### src/rtl/button_debouncer.sv
// Push-button conditioner: per-channel 2-flop synchroniser, stability-counter debounce,
// and optional registered press pulse (enabled by defining BUTTON_DEBOUNCER_PULSE_EN).
module button_debouncer #(
    parameter int NUM_BTNS        = 3,
    parameter int DEBOUNCE_CYCLES = 120000
) (
    input  logic                clk,
    input  logic                rst,
    input  logic [NUM_BTNS-1:0] btn_n,
    output logic [NUM_BTNS-1:0] btn_level,
    output logic [NUM_BTNS-1:0] btn_press
);

    localparam int               CNT_W    = $clog2(DEBOUNCE_CYCLES + 1);
    localparam logic [CNT_W-1:0] CNT_LAST = CNT_W'(DEBOUNCE_CYCLES - 1);

    // Count never runs past the acceptance point, even if the compare is bypassed.
    function automatic logic [CNT_W-1:0] cnt_inc(input logic [CNT_W-1:0] c);
        return (c >= CNT_LAST) ? CNT_LAST : c + CNT_W'(1);
    endfunction

    logic [NUM_BTNS-1:0] sync1_p0;
    logic [NUM_BTNS-1:0] sync2_p1;
    logic [NUM_BTNS-1:0] s_p1;
    logic [NUM_BTNS-1:0] accept_p1;

    // Stage 0/1: synchroniser, reset to the released (high) pin level
    always_ff @(posedge clk) begin
        if (rst) begin
            sync1_p0 <= '1;
            sync2_p1 <= '1;
        end else begin
            sync1_p0 <= btn_n;
            sync2_p1 <= sync1_p0;
        end
    end

    assign s_p1 = ~sync2_p1;

    // Stage 2: per-channel stability counter and accepted level
    for (genvar i = 0; i < NUM_BTNS; i++) begin : g_chan
        logic             stable_p2;
        logic [CNT_W-1:0] cnt_p2;

        assign accept_p1[i] = (s_p1[i] != stable_p2) && (cnt_p2 == CNT_LAST);
        assign btn_level[i] = stable_p2;

        always_ff @(posedge clk) begin
            if (rst) begin
                stable_p2 <= 1'b0;
                cnt_p2    <= '0;
            end else if (s_p1[i] == stable_p2) begin
                cnt_p2 <= '0;
            end else if (accept_p1[i]) begin
                stable_p2 <= s_p1[i];
                cnt_p2    <= '0;
            end else begin
                cnt_p2 <= cnt_inc(cnt_p2);
            end
        end
    end

`ifdef BUTTON_DEBOUNCER_PULSE_EN
    logic [NUM_BTNS-1:0] press_p2;

    // Pulse is registered on the same edge that raises the level, so both appear together.
    always_ff @(posedge clk) begin
        if (rst) begin
            press_p2 <= '0;
        end else begin
            press_p2 <= accept_p1 & s_p1;
        end
    end

    assign btn_press = press_p2;
`else
    assign btn_press = '0;
`endif

endmodule

### config.mk
export PLATFORM = sky130hd
export DESIGN_NAME = button_debouncer
export DESIGN_NICKNAME = d
export VERILOG_FILES = /design/src/rtl/button_debouncer.sv
export SDC_FILE = /design/constraint.sdc
export NUM_CORES = 1
export LEC_CHECK = 0
export BUFFER_PORTS_ARGS = -buffer_cell sky130_fd_sc_hd__buf_2
export CAP_MARGIN = 20
export CORE_MARGIN = 10
export CORE_UTILIZATION = 44
export CTS_BUF_LIST = sky130_fd_sc_hd__clkbuf_8
export CTS_CLUSTER_DIAMETER = 40
export DETAILED_ROUTE_END_ITERATION = 8
export RECOVER_POWER = 50
export SYNTH_ARGS = -nofsm -noshare
export SYNTH_HDL_FRONTEND = slang
export SYNTH_SLANG_ARGS = --single-unit
### constraint.sdc
create_clock -name clk -period 2.62 [get_ports clk]
set_clock_uncertainty 0.1 [all_clocks]
set_input_delay 0.131 -clock clk [delete_from_list [all_inputs] [get_ports clk]]
set_output_delay 0.131 -clock clk [all_outputs]
set_load 0.05 [all_outputs]
Word level (Yosys, flattened, before mapping) --
Cells that the tools add are included.
Word-level totals: output and inout port bits 6, register bits 60
Cells by class: equality and inequality tests 9, $add $sub $neg 3, order comparisons 3, muxes and demuxes 3, bitwise gates (word level) 4, reduce and logical (&&, ||, !) cells 12
Operators by type and width (count):
- 17-bit by 1-bit adder with 17-bit output (second input constant) | 3
- 17-bit equality test (second input constant) | 3
- 17-bit greater-or-equal comparator (second input constant) | 3
- 17-bit 2-to-1 mux | 3
- 4-bit OR reduction | 3
- 3-bit OR reduction | 3
- 2-bit AND reduction | 3
- 1-bit equality test | 3
- 1-bit logical AND | 3
- 1-bit inequality test | 3
- 1-bit inverter | 3
- 3-bit inverter | 1

Depth between registers and ports, before layout --
Gate-level depths: netlist of the first run.
depth after elaboration 4, gate-level depth with buffers 8, depth with buffers taken out 6

Worst setup path after synthesis of the first run --
Ideal clock, no wire load.
path kind register to register, start point reg g_chan[0].cnt_p2[8], end point reg g_chan[0].cnt_p2[10], data required time 2.388 ns, setup slack 0.489 ns, clock period less this slack 2.131 ns, arrival 1.899 ns, setup time 0.132 ns, cell stages (with the launch flop) 7, buffers on the path 1, cell sequence dfxtp_1 -> or4b_1 -> or3_1 -> or4_4 -> nand2_2 -> buf_6 -> a21oi_1
On the way: word-level cells in the longest chain between the ends 3
Ends and longest elaborated chain:
- start, declared | line 43 | logic [CNT_W-1:0] cnt_p2;
- start signal, assigned | line 58 | cnt_p2 <= cnt_inc(cnt_p2);
- parallel branches: the longest is 3 deep, another holds 17-bit by 1-bit adder with 17-bit output
Several ways; the timed one is not identified. A chain may end at the register's enable or synchronous reset.

Worst setup path in the final report of the first run --
start point reg g_chan[0].cnt_p2[8], end point reg g_chan[0].cnt_p2[7]
On the way: word-level cells in the longest chain between the ends 3
Ends and longest elaborated chain:
- parallel branches: the longest is 3 deep, another holds 17-bit greater-or-equal comparator
Several ways; the timed one is not identified.

==> metrics.txt, run 1 <==
fin crit period=2.27 ns; worst-margin pin slew=0.751 ns; Worst Hold Class=register to register; Placer Congestion=0.787; largest cells by area after synthesis=dfxtp_1, xor2_1, a21oi_1; Synth Warn #=0; GR Overflow Total=0; PostCTS Resize Cnt=0; die width=98.5 um; post-synthesis sequential area ratio=44.3%; crit path launch type=register; number of synthesized register bits=60; DR vias=2068; Crit. End Element=register; # rows=28; dpl cells=385; ys async rst share=0%; post-DP HPWL=3.48 mm; Max Clock Freq=440 MHz; root buffer cell=clkbuf_8; PortBufs=7; DRT iter0 DRCs=103; max_cap viols=0; Design Area, Final=3040 sq um; Antenna diodes=0; VDD IR max=0.000409 V; Post-synth top cells=dfxtp_1, a21oi_1, nor2_1, nand2_1, xor2_1; nets@finish=333; layout cells sized above 1=10.0%; Slew headroom=49.4%; count leader, synth=dfxtp_1; power per cell area=629 nW/um^2; Distinct cells, synth=41; Leak Pwr=1.00 nW; vias in the first global route=1967; placed cell area=2770 sq um; total power=1.92 mW; status=completed; Final Hold Violating Endpoints=0; Die Span Y=98.5 um; global-route wire length before repair=8.83 mm; Worst-Skew Late Latency=0.34 ns; initial antenna violation count=0; Antenna Nets Post-Route=0; CP Class=register to register; RSZ-0062 raised after global routing=no; crit path max fanout=12; DRC=0; Max Buffers Root-to-Sink=2; Avg Inst Size Synth=8.59 sq um; Worst-path clk slew=0.07 ns; Sum Neg Setup Slack=0 ns; Initial Util=45.6%; DR vias/cell=5.11; CTS tree=built; CTS Buf Count=9; core area=5960 sq um; Post-synth EDFFs=0; Post-CTS Setup Inserts=0; WL final=5.05 mm; Top FF cell, synth=dfxtp_1; CTS Sinks=60; IO Pins=11; Required @ worst endpoint=2.71 ns; period utilization=86.7%; Place WS=0.349 ns; fin. max-slew vios=0; CP arrival=2.36 ns; Die ar.=9710 sq um; largest net degree at the start of global routing=18; Cell Area, Synth=2710 sq um; WL/cell=12.5 um; Final WS setup=0.349 ns; Area growth, synth to finish=12.2%; first drt pass iteration count=4; post-synth top area cell=dfxtp_1; post-route insts no fill=405; H-Tree Depth=3; Tot GR Track Use=10.9%; setup violators final=0; top-area cell type share of the netlist area=44.3%; post-synthesis instance total=316
## layout make-up
type | instances | area (sq um)
Fill cell | 603 | 2910
Sequential cell | 60 | 1200
Tap cell | 75 | 93.8
Timing Repair Buffer | 14 | 92.6
Clock inverter | 4 | 70.1
Clock buffer | 12 | 165
Inverter | 12 | 45.0
Multi-Input combinational cell | 228 | 1380
## sequential cells by signal (all words and copies together) (netlist names)
| name | flops |
|---|---|
| sync1_p0 | 3 |
| g_chan.stable_p2 | 3 |
| g_chan.cnt_p2 | 51 |
| sync2_p1 | 3 |
## worst max-delay path, stage by stage, from the launching register on
cell	delay, ns
dfxtp_1	0.36
or4b_1	0.52
or3_1	0.31
or4_4	0.53
nand2_2	0.23
a21oi_1	0.07
## layer usage
layer,part of all wire [%],global-route usage (%),wire length [um],vias up
li1,-,-,-,1101
met1,51,13.4,2560,933
met2,43,16.1,2200,29
met3,4.5,4.68,229,5
met4,1.3,4.96,65,0
met5,0,0,0,-
## cells in the final DEF (no fill, tap or decap), drive strengths merged, types with 4 or more instances in the layout
master,n
dfxtp,60
a21oi,36
nor2,31
nand2,23
xor2,22
xnor2,18
clkbuf,16
nand3,15
inv,12
and3,10
nand4,10
nor3,10
or2,8
o21ai,6
buf,6
a211oi,5
and4,5
a31oi,4
dlygate4sd3,4
## what timing repair did
item                       CTS  global route
setup endpoints to repair    0             0
hold endpoints to repair     6             0
hold buffers                 4             0
## stage by stage
step	hold slack (ns)	util (%)
floorplan	0.135	-
detailed placement	0.217	46.6
finish	0.309	51.1
CTS	0.310	51.2
global placement	0.215	46.6
global route	0.329	51.1
## cells by family after synthesis
logic type	Yosys count	synth area share, %
and+or+nand+nor	124	23.7
DFF	60	44.3
AOI/OAI and AO/OA	57	12.0
xor gates and xnor gates	40	12.9
buffers and inverters	30	5.30
adders and majority gates	3	1.38
other	1	0.138
muxes	1	0.369
## worst paths after layout
| path | from | endpoint | slack [ns] | cells past startpoint |
|---|---|---|---|---|
| worst max-delay path | g_chan[0].cnt_p2[8] | g_chan[0].cnt_p2[7] | 0.35 | 5 |
| worst min-delay path | sync1_p0[1] | sync2_p1[1] | 0.31 | 1 |
| worst max register to register | g_chan[0].cnt_p2[8] | g_chan[0].cnt_p2[7] | 0.35 | 5 |
| worst min register to register | sync1_p0[1] | sync2_p1[1] | 0.31 | 1 |
## power breakdown
| group | switching (mW) | internal, mW | total, mW | leakage [nW] |
|---|---|---|---|---|
| clock | 0.352 | 0.610 | 0.962 | 0.122 |
| combinational | 0.0215 | 0.0108 | 0.0322 | 0.394 |
| sequential | 0.00332 | 0.918 | 0.921 | 0.485 |
(Power assumes the default switching activity.)
==> run 2: changes to the inputs <==
clock period = 2.3 ns   (was 2.62 ns; I/O delays follow)
==> metrics.txt, run 2 (synthesis gave the netlist of run 1 again) <==
setup violators final=0; Gate power share=1.9%; Final Hold Violating Endpoints=0; clock group share of total power=46.7%; M1 GR Usage=13.4%; Die Span Y=98.5 um; Max Buffers Root-to-Sink=2; Sw Share=21.1%; CTS tree=built; layout cells sized above 1=10.8%; core area=5960 sq um; Crit. End Element=register; Critical path buffers and inverters=0; worst-margin pin slew=0.654 ns; Crit path max-delay family=simple AND/OR/NAND/NOR gates; Worst-path clk slew=0.07 ns; CTS Sinks=60; total power=2.04 mW; largest net degree at the start of global routing=18; PortBufs=7; root buffer cell=clkbuf_8; post-route insts no fill=408; fill count=574; fin crit period=2.16 ns; Max Clock Freq=463 MHz; Tot GR Track Use=10.9%; fin. max-slew vios=0; Cell Int Power=1.61 mW; period utilization=94.0%; sequential power share=51.4%; Antenna Nets Post-Route=0; DR vias/cell=5.12; VDD IR max=0.000421 V; status=completed; DR vias=2089; met2 usage=16.4%; CP Class=register to register; crit path max fanout=12; DRT iter0 DRCs=107; die width=98.5 um; Area growth, synth to finish=11.8%; crit path launch type=register; CTS Buf Count=9; dpl cells=388; max_cap viols=0; switching power=0.430 mW; Die ar.=9710 sq um; Slew headroom=55.9%; CP arrival=2.26 ns; Leak Pwr=1.00 nW; power per cell area=672 nW/um^2; Final WS setup=0.139 ns; first drt pass iteration count=4; Design Area, Final=3040 sq um; nets@finish=336; initial antenna violation count=0; busiest grt layer=met2; most common cell after layout, fill and taps aside=dfxtp_1; most frequent cells in the layout=dfxtp_1, a21oi_1, nor2_1; crit-path cells=or4b_1, or3_1, or4_4, nand2_4, a21oi_1; Most flops, register=g_chan.cnt_p2; WL final=5.01 mm; RSZ-0062 raised after global routing=no; Antenna diodes=0; Place WS=0.0735 ns; Worst-Skew Late Latency=0.34 ns; max reg flops=51; global-route wire length before repair=8.91 mm; Worst Hold Class=register to register; # rows=28; WL/cell=12.3 um; Slowest-stage cell, CP=or4_4; GR Util met3=4.19%; vias in the first global route=1971; Sum Neg Setup Slack=0 ns; Initial Util=45.6%; largest stage delay on the critical path=0.55 ns; Required @ worst endpoint=2.40 ns; post-DP HPWL=3.44 mm; IO Pins=11; Placer Congestion=0.798; GR Overflow Total=0; H-Tree Depth=3; placed cell area=2800 sq um; DRC=0
-- run 2: changes by cell type in the layout (fill, tap and decap cells not counted) --
cell and change:
buf_4 +2, bufinv_16 -1, clkbuf_2 +1, clkbuf_8 -1, clkinv_2 +2, nand2_2 -1, nand2_4 +1
-- run 2: routing by layer --
| metal | wire length, um | vias to the layer above |
|---|---|---|
| met5 | 0 | - |
| met2 | 2080 | 24 |
| met1 | 2610 | 945 |
| met4 | 100 | 0 |
| li1 | - | 1110 |
| met3 | 220 | 10 |
-- run 2: stage by stage --
step	hold slack, ns	utilization (%)
floorplan	0.119	-
finish	0.306	51.0
global placement	0.200	47.0
CTS	0.309	51.0
detailed placement	0.199	47.0
global route	0.331	51.0
-- run 2: path summary, 6_finish.rpt --
| path | from | to | cells past startpoint | slack (ns) |
|---|---|---|---|---|
| min | sync1_p0[1] | sync2_p1[1] | 1 | 0.31 |
| max reg2reg | g_chan[0].cnt_p2[9] | g_chan[0].cnt_p2[5] | 5 | 0.14 |
| max | g_chan[0].cnt_p2[9] | g_chan[0].cnt_p2[5] | 5 | 0.14 |
| min reg2reg | sync1_p0[1] | sync2_p1[1] | 1 | 0.31 |
-- run 2: repair_timing --
action                                  CTS  global route
buffers inserted                          0             0
gates resized for setup                   0             1
endpoints found under the setup margin    0             1
hold buffers                              4             0
hold endpoints to repair                  6             0
-- run 2: power by group through the flow --
stage,sequential [mW],clock [mW],combinational (mW)
2_1_floorplan,1.07,0,0.0308
3_3_place_gp,1.07,0,0.0331
3_5_place_dp,1.07,0,0.0331
4_1_cts,1.05,0.983,0.0384
5_1_grt,1.05,1.01,0.0427
6_report,1.05,0.952,0.0382
-- run 2: area by class of cell --
type                    instances  area (sq um)  share of cell area [%]
clock buffers                  11           151                    4.99
clock inverters                 5          50.0                    1.65
repair buffers                 17           113                    3.71
multi-input cells             228          1380                    45.5
flip-flops and latches         60          1200                    39.6
well taps                      75          93.8                    3.09
inverters                      12          45.0                    1.48
-- run 2: worst reg2reg max path: cells and delay by family (launching register included) --
family | cells | cell delay (ns)
compound gates | 1 | 0.06
flops | 1 | 0.34
simple gates | 4 | 1.53
